===== src/rtl/rs232_tx_arbiter.sv =====
// rs232_tx_arbiter
// Round-robin arbiter that shares one rs232 transmitter among four requesters.
// A grant is held for a whole message, ending on the byte flagged req_last, so
// messages from different requesters never interleave on the line.
// Each accepted byte is forwarded as a one-cycle tx_flag strobe with tx_data,
// and the requester sees an ack pulse on the same cycle.
// Optional feature macro: RS232_TX_ARB_WATCHDOG_EN
//   defined     - a mid-message gap watchdog drops an owner that stays silent
//                 for GAP_CYC cycles and pulses timeout_err.
//   not defined - no gap counter; the owner keeps the line until its last byte.
module rs232_tx_arbiter #(
    parameter int clk_freq = 50000000,
    parameter int uart_bps = 9600,
    parameter int gap_bits = 20
) (
    input  logic        system_clk,
    input  logic        system_rst,
    input  logic [3:0]  req,
    input  logic [31:0] req_data,
    input  logic [3:0]  req_last,
    input  logic        tx_busy,
    output logic [3:0]  grant,
    output logic [3:0]  ack,
    output logic [7:0]  tx_data,
    output logic        tx_flag,
    output logic        timeout_err
);

    // Mid-message idle limit in system clock cycles.
    localparam int GAP_CYC = (clk_freq / uart_bps) * gap_bits;
    localparam int GAP_W   = (GAP_CYC > 0) ? $clog2(GAP_CYC + 1) : 1;
    localparam logic [GAP_W-1:0] GAP_MAX = GAP_W'(GAP_CYC);

    typedef enum logic [1:0] {
        IDLE    = 2'd0,
        SEND    = 2'd1,
        WAIT_HI = 2'd2,
        WAIT_LO = 2'd3
    } state_t;

    state_t      state_reg;
    logic [1:0]  ptr_reg;
    logic [1:0]  owner_reg;
    logic        last_reg;
    logic [3:0]  grant_reg;
    logic [3:0]  ack_reg;
    logic [7:0]  tx_data_reg;
    logic        tx_flag_reg;

    logic [7:0]  lane_bytes [4];
    logic        win_valid;
    logic [1:0]  win_idx;

    // Split the packed request bus into per-requester byte lanes.
    genvar gi;
    generate
        for (gi = 0; gi < 4; gi++) begin : g_lane
            assign lane_bytes[gi] = req_data[8*gi +: 8];
        end
    endgenerate

    // Round-robin pick: first requester at or above ptr_reg, wrapping modulo 4.
    // Scanning from the far end down leaves the nearest candidate as the winner.
    always_comb begin
        logic [1:0] cand;
        cand      = '0;
        win_valid = 1'b0;
        win_idx   = ptr_reg;
        for (int k = 3; k >= 0; k--) begin
            cand = ptr_reg + 2'(k);
            if (req[cand]) begin
                win_valid = 1'b1;
                win_idx   = cand;
            end
        end
    end

`ifdef RS232_TX_ARB_WATCHDOG_EN
    logic [GAP_W-1:0] gap_cnt_reg;
    logic             timeout_reg;

    // Arbitration FSM with the gap watchdog; all outputs registered here.
    always_ff @(posedge system_clk) begin
        if (system_rst) begin
            state_reg   <= IDLE;
            ptr_reg     <= '0;
            owner_reg   <= '0;
            last_reg    <= 1'b0;
            grant_reg   <= '0;
            ack_reg     <= '0;
            tx_data_reg <= '0;
            tx_flag_reg <= 1'b0;
            gap_cnt_reg <= '0;
            timeout_reg <= 1'b0;
        end else begin
            ack_reg     <= '0;
            tx_flag_reg <= 1'b0;
            timeout_reg <= 1'b0;
            case (state_reg)
                IDLE: begin
                    if (win_valid && !tx_busy) begin
                        owner_reg   <= win_idx;
                        grant_reg   <= 4'b0001 << win_idx;
                        gap_cnt_reg <= '0;
                        state_reg   <= SEND;
                    end
                end
                SEND: begin
                    if (req[owner_reg] && !tx_busy) begin
                        tx_data_reg <= lane_bytes[owner_reg];
                        tx_flag_reg <= 1'b1;
                        ack_reg     <= 4'b0001 << owner_reg;
                        last_reg    <= req_last[owner_reg];
                        gap_cnt_reg <= '0;
                        state_reg   <= WAIT_HI;
                    end else if (!req[owner_reg]) begin
                        // Saturating count of silent cycles; firing on the
                        // step that reaches the limit drops the owner.
                        if (gap_cnt_reg != GAP_MAX) begin
                            gap_cnt_reg <= gap_cnt_reg + 1'b1;
                        end
                        if (gap_cnt_reg + 1'b1 == GAP_MAX) begin
                            timeout_reg <= 1'b1;
                            grant_reg   <= '0;
                            ptr_reg     <= owner_reg + 2'd1;
                            state_reg   <= IDLE;
                        end
                    end
                end
                WAIT_HI: begin
                    if (tx_busy) begin
                        state_reg <= WAIT_LO;
                    end
                end
                WAIT_LO: begin
                    if (!tx_busy) begin
                        if (last_reg) begin
                            grant_reg <= '0;
                            ptr_reg   <= owner_reg + 2'd1;
                            state_reg <= IDLE;
                        end else begin
                            state_reg <= SEND;
                        end
                    end
                end
                default: state_reg <= IDLE;
            endcase
        end
    end

    assign timeout_err = timeout_reg;
`else
    // Keeps the timing parameters referenced when no watchdog is built.
    logic [GAP_W-1:0] unused_gap_limit;
    assign unused_gap_limit = GAP_MAX;

    // Arbitration FSM without watchdog; the owner holds until its last byte.
    always_ff @(posedge system_clk) begin
        if (system_rst) begin
            state_reg   <= IDLE;
            ptr_reg     <= '0;
            owner_reg   <= '0;
            last_reg    <= 1'b0;
            grant_reg   <= '0;
            ack_reg     <= '0;
            tx_data_reg <= '0;
            tx_flag_reg <= 1'b0;
        end else begin
            ack_reg     <= '0;
            tx_flag_reg <= 1'b0;
            case (state_reg)
                IDLE: begin
                    if (win_valid && !tx_busy) begin
                        owner_reg <= win_idx;
                        grant_reg <= 4'b0001 << win_idx;
                        state_reg <= SEND;
                    end
                end
                SEND: begin
                    if (req[owner_reg] && !tx_busy) begin
                        tx_data_reg <= lane_bytes[owner_reg];
                        tx_flag_reg <= 1'b1;
                        ack_reg     <= 4'b0001 << owner_reg;
                        last_reg    <= req_last[owner_reg];
                        state_reg   <= WAIT_HI;
                    end
                end
                WAIT_HI: begin
                    if (tx_busy) begin
                        state_reg <= WAIT_LO;
                    end
                end
                WAIT_LO: begin
                    if (!tx_busy) begin
                        if (last_reg) begin
                            grant_reg <= '0;
                            ptr_reg   <= owner_reg + 2'd1;
                            state_reg <= IDLE;
                        end else begin
                            state_reg <= SEND;
                        end
                    end
                end
                default: state_reg <= IDLE;
            endcase
        end
    end

    assign timeout_err = 1'b0;
`endif

    assign grant   = grant_reg;
    assign ack     = ack_reg;
    assign tx_data = tx_data_reg;
    assign tx_flag = tx_flag_reg;

endmodule


===== config.mk =====
export PLATFORM = sky130hd
export DESIGN_NAME = rs232_tx_arbiter
export DESIGN_NICKNAME = d
export VERILOG_FILES = /design/src/rtl/rs232_tx_arbiter.sv
export SDC_FILE = /design/constraint.sdc
export NUM_CORES = 1
export LEC_CHECK = 0
export CAP_MARGIN = 5
export CELL_PAD_IN_SITES_DETAIL_PLACEMENT = 1
export CELL_PAD_IN_SITES_GLOBAL_PLACEMENT = 1
export CORE_MARGIN = 10
export CORE_UTILIZATION = 25
export DETAILED_ROUTE_END_ITERATION = 8
export PLACE_DENSITY = 0.77
export SETUP_SLACK_MARGIN = 0.05
export SLEW_MARGIN = 20
export SYNTH_ARGS = -nofsm -noshare
export SYNTH_HDL_FRONTEND = slang
export SYNTH_SLANG_ARGS = --single-unit

===== constraint.sdc =====
create_clock -name system_clk -period 2.55 [get_ports system_clk]
set_input_delay 0.51 -clock system_clk [delete_from_list [all_inputs] [get_ports system_clk]]
set_output_delay 0.51 -clock system_clk [all_outputs]
set_load 0.01 [all_outputs]

==> summary.txt, run 1 <==
Outcome: finished, final reports clean
DR iter-0 viols: 57
Arrival time worst endpoint: 2.24 ns
Proportion of layout cells with a drive suffix above 1: 13.11%
Die X: 95.14 um
Number of detailed-routing iterations run before antenna repair: 4
Synthesized instance count: 148
GR Overflow Total: 0
Final routed DRC violation total: 0
Slew headroom: 65.31%
# clock sinks: 24
Global router's overall resource usage: 10.28%
Pin slew with the least headroom to its limit: 0.5197 ns
Worst hold slack after final layout: 0.4847 ns
TritonCTS clock tree: built
Detail-routed via count per cell: 4.978
Pwr/cell area: 614.3 mW/mm2
Clock root buffer master: clkbuf_8
Worst path buffer plus inverter count: 1
Maximum vdd drop: 0.2381 mV
Cell Rows: 27
Syn_nets: 195
Post-CTS Setup Bufs: 0
List of cells traversed by the critical path: clkdlybuf4s50_1, or4_4, a21bo_1, a21oi_4, a32o_2
Synth unique cells: 42
Crit-path max FO: 9
Worst setup path category: input port to flop
Initial core utilization: 25.63%
Post-route clock skew: 0.002487 ns
Number of slew-limit violations in the final report: 0
Final worst path period share: 79.25%
Setup crit end kind: flop
Clk Latency, worst-skew pair: 0.27 ns
Post-cts gate resize count: 0
Clock input transition at the sequential cells of the worst setup and hold paths: 0.09 ns
Area growth from synthesis to final layout: 51.95%
Detailed-route wire length: 4585 um
Top delay family on crit path: simple AND/OR/NAND/NOR gates
Number of warnings reported in the yosys synthesis log: 0
Leak pwr: 0.0007587 uW
Cell with the largest stage delay on the worst path: or4_4
Via count of the first global-routing pass: 1,491
Biggest area consumer among synthesized cells: dfxtp_1
H-tree levels: 1
Required @ worst endpoint: 2.76 ns
Net total in the final layout: 254
Period minus WS final: 2.021 ns
Wire per inst: 16.49 um
First-pass GRT wire length: 7486 um
Mean Syn Cell Area: 9.536 um2
Count of nets left with antenna violations after detail routing: 0
Number of synthesized register bits: 24
Setup repair after global routing missed its margin: false
Number of I/O pins: 61
Detailed-placement wirelength estimate: 3753 um
Number of synthesized flops with an enable pin: 0
Clock buffer count from CTS: 3
Synth Flop Type: dfxtp_1
Synth top area share: 34.04%
Die span in y: 95.14 um
Final-report setup violation count: 0
Type of element launching the critical path: input port
Gp weighted congestion: 0.8025
Count of buffers inserted at the top-level ports: 59
Hold violation count in the final report: 0
Most common library cell in the layout ignoring fill and taps: clkdlybuf4s50_1
Sequential cell area fraction in the yosys report: 34.04%
Top area cells in the synthesized netlist: dfxtp_1 (34%), mux4_2 (14%), a21oi_1 (5.7%)
Post-CTS Hold Buffers: 0
Area of the core: 0.005507 mm2
Most used cells in the layout excluding fill and tap cells: clkdlybuf4s50_1 (59), dfxtp_1 (24), a21oi_1 (16)
Flip-flop count of the largest register after layout: 8
Final setup TNS: 0 ns
Deepest clock path buffer count: 2
Die Footprint: 0.009051 mm2
Number of antenna violations at the first check in global routing: 0
Count of vias placed by the detailed router: 1,384
Cell area after synthesis: 0.001411 mm2
Fill cell total of the finished layout: 624
Slowest Stage Delay on Critical Path: 0.61 ns
Flip-flop and latch area: 480.5 um2
Classification of the worst-slack hold path: flop to flop
Async SR Flop Fraction: 0%
Fmax achieved: 494.8 MHz
Pin count of the biggest net entering global routing: 16
ANT cells: 0
Max-cap check violation count: 0
Total area of multi-input combinational cells: 844.6 um2
-- area by class of cell --
type,count,area share (%)
clock buffer,3,1.925
clock inverter,1,1.400
sequential,24,22.40
multi-input combinational,107,39.38
tap,72,4.201
timing repair buffer,65,29.64
inverter,6,1.050
-- report_power, final --
part           switching (uW)  internal [uW]  total (uW)
clock                     124            210         334
sequential               34.7            414         449
combinational             272            262         535
-- cells in the mapped netlist, types with 2 or more instances --
cell type,instances
o21ai_0,11
o211ai_1,2
buf_6,2
nand2_1,7
nor2_1,9
inv_1,6
mux2i_1,3
ha_1,4
o22ai_1,2
a32o_2,4
buf_2,3
clkbuf_1,4
a21oi_1,16
dfxtp_1,24
nor4b_1,2
nor2b_1,3
nand2b_1,4
nand3_1,10
mux4_2,9
-- kinds of logic (layout without fill, tap and decap cells) --
family	after synthesis	after routing	synth area share (%)
multiplexers	12	12	16.49
flip-flops	24	24	34.04
AO/OA/AOI/OAI	47	47	22.96
XOR/XNOR	1	1	0.6207
other	1	1	0.2657
adder cells (fa/ha/maj)	4	4	3.546
buffers and inverters	17	75	6.116
AND/OR/NAND/NOR	42	42	15.96
-- per-stage QoR --
step	util [%]	cell area, um2	power (uW)	setup WS (ns)	std cells
global route	38.95	2145	1413	0.4213	278
CTS	38.95	2145	1335	0.5410	278
detailed placement	37.65	2073	993.7	0.2568	274
finish	38.95	2145	1317	0.5290	278
global placement	37.65	2073	978.8	0.2826	274
floorplan	-	1411	789.8	0.8281	148
-- final timing paths --
kind,startpoint,end,slack (ns),depth (start not counted)
hold reg to reg,tx_data[5]$_SDFFE_PP0N_,tx_data[5]$_SDFFE_PP0N_,0.48,2
hold / removal,tx_data[5]$_SDFFE_PP0N_,tx_data[5]$_SDFFE_PP0N_,0.48,2
setup / recovery,req[1],grant[3]$_SDFFE_PP0P_,0.53,5
setup reg to reg,owner_reg[0]$_SDFFE_PP0P_,state_reg[1]$_SDFFE_PP0P_,0.77,4
-- worst min-delay path: cells and delay by family, from the launching register on --
kind           cells  cell delay [ns]
flip-flops         1             0.32
AO/OA/AOI/OAI      2             0.13
-- metal layers --
layer	vias to the layer above	share of wire, %	track usage (%)
li1	671	-	-
met1	662	44	12.01
met2	49	49	18.30
met3	2	6.2	2.985
met4	0	0.55	1.870
met5	-	0	0
(Power assumes the default switching activity.)
==> inputs of run 2 (changes only) <==
PLACE_DENSITY = 0.8   (was 0.77)
clock period = 1.8 ns   (was 2.55 ns; I/O delays follow)
==> summary.txt, run 2 (same netlist as run 1, synthesis figures left out) <==
Outcome: finished, final reports clean
Final core utilization: 40.49%
Die X: 95.14 um
Finished Layout Cells: 290
Clock input transition at the sequential cells of the worst setup and hold paths: 0.08 ns
Detail-routed via count per cell: 4.928
Period minus WS final: 1.686 ns
Area of the core: 0.005507 mm2
Deepest clock path buffer count: 2
Number of detailed-routing iterations run before antenna repair: 4
Detailed-placement wirelength estimate: 3827 um
Worst path buffer plus inverter count: 2
Die Footprint: 0.009051 mm2
Clock buffer count from CTS: 3
GR Overflow Total: 0
Final routed DRC violation total: 0
Number of cells after detailed placement: 285
Count of nets left with antenna violations after detail routing: 0
Flip-flop count of the largest register after layout: 8
Register-to-register setup slack: 0.17 ns
Number of slew-limit violations in the final report: 0
Final worst path period share: 93.65%
Initial core utilization: 25.63%
Arrival time worst endpoint: 1.86 ns
Most used cells in the layout excluding fill and tap cells: clkdlybuf4s50_1 (54), dfxtp_1 (24), buf_4 (18)
# clock sinks: 24
Clock root buffer master: clkbuf_8
Count of vias placed by the detailed router: 1,429
Maximum vdd drop: 0.2790 mV
ANT cells: 0
Hold violation count in the final report: 0
Worst hold slack after final layout: 0.4816 ns
Cell Area, Placed: 0.002156 mm2
Total power of the final layout: 1849 uW
Top delay family on crit path: simple AND/OR/NAND/NOR gates
Slowest Stage Delay on Critical Path: 0.59 ns
Pwr/cell area: 829.4 mW/mm2
Fmax achieved: 593.2 MHz
Cell Rows: 27
Gp weighted congestion: 0.7690
Type of element launching the critical path: input port
Crit-path max FO: 7
Number of I/O pins: 61
Max-cap check violation count: 0
Final-report setup violation count: 0
Most common library cell in the layout ignoring fill and taps: clkdlybuf4s50_1
Classification of the worst-slack hold path: flop to flop
Net total in the final layout: 266
Number of antenna violations at the first check in global routing: 0
Pin count of the biggest net entering global routing: 23
Required @ worst endpoint: 1.98 ns
Count of buffers inserted at the top-level ports: 59
Clk Latency, worst-skew pair: 0.26 ns
TritonCTS clock tree: built
Detailed-route wire length: 4799 um
Post-route clock skew: 0.002881 ns
First-pass GRT wire length: 7576 um
Die span in y: 95.14 um
Worst setup path category: input port to flop
List of cells traversed by the critical path: dlygate4sd2_1, or4_4, nand2_2, a222oi_1, buf_4, a221oi_1
Global router's overall resource usage: 10.41%
Proportion of layout cells with a drive suffix above 1: 19.27%
Cell with the largest stage delay on the worst path: or4_4
Fill cell total of the finished layout: 630
Design Area, Final: 0.002230 mm2
Via count of the first global-routing pass: 1,520
H-tree levels: 1
DR iter-0 viols: 80
Wire per inst: 16.55 um
Setup crit end kind: flop
Setup repair after global routing missed its margin: false
Area growth from synthesis to final layout: 57.98%
Leak pwr: 0.0008255 uW
-- run 2: worst paths after layout --
| check | startpoint | endpoint | depth (start not counted) |
|---|---|---|---|
| worst max-delay path | req[1] | state_reg[0]$_SDFFE_PP0P_ | 6 |
| worst min-delay path | tx_data[6]$_SDFFE_PP0N_ | tx_data[6]$_SDFFE_PP0N_ | 2 |
| worst max register to register | state_reg[0]$_SDFFE_PP0P_ | state_reg[1]$_SDFFE_PP0P_ | 6 |
| worst min register to register | tx_data[6]$_SDFFE_PP0N_ | tx_data[6]$_SDFFE_PP0N_ | 2 |
-- run 2: layer usage --
layer	share of wire (%)	vias to the layer above	global-route usage, %
met5	0	-	0
met4	0.92	0	2.618
met3	11	5	3.142
met2	48	55	17.90
met1	41	671	12.34
li1	-	698	-
-- run 2: power by group --
group | leakage, uW | switching, uW | internal, uW | total, uW
clock | 0.0000288 | 169 | 195 | 364
sequential | 0.000194 | 43.4 | 587 | 631
combinational | 0.000602 | 422 | 432 | 854
-- run 2: tightest hold or removal path: cells and delay by family, from the launching register on --
kind	cells	cell delay (ns)
DFF	1	0.31
AOI/OAI and AO/OA	2	0.12
-- run 2: layout make-up --
cell class | instances | area [um2] | share of cell area (%)
flip-flops and latches | 24 | 480.5 | 21.55
repair buffers | 77 | 723.2 | 32.44
multi-input cells | 107 | 858.3 | 38.50
inverters | 6 | 22.52 | 1.010
well taps | 72 | 90.09 | 4.040
clock buffers | 4 | 55.05 | 2.469
-- run 2: per-stage QoR --
stage                     setup slack (ns)  setup TNS, ns
final                               0.1143              0
after global routing               0.05232              0
after CTS                          0.06762              0
after detailed placement           -0.3594         -5.436
after global placement             -0.2670         -3.996
after floorplan                     0.2281              0
-- run 2: what timing repair did --
item	CTS	global route
pin swaps	1	0
endpoints found under the setup margin	12	4
hold buffers	0	0
setup buffers	1	0
resized for setup	5	3
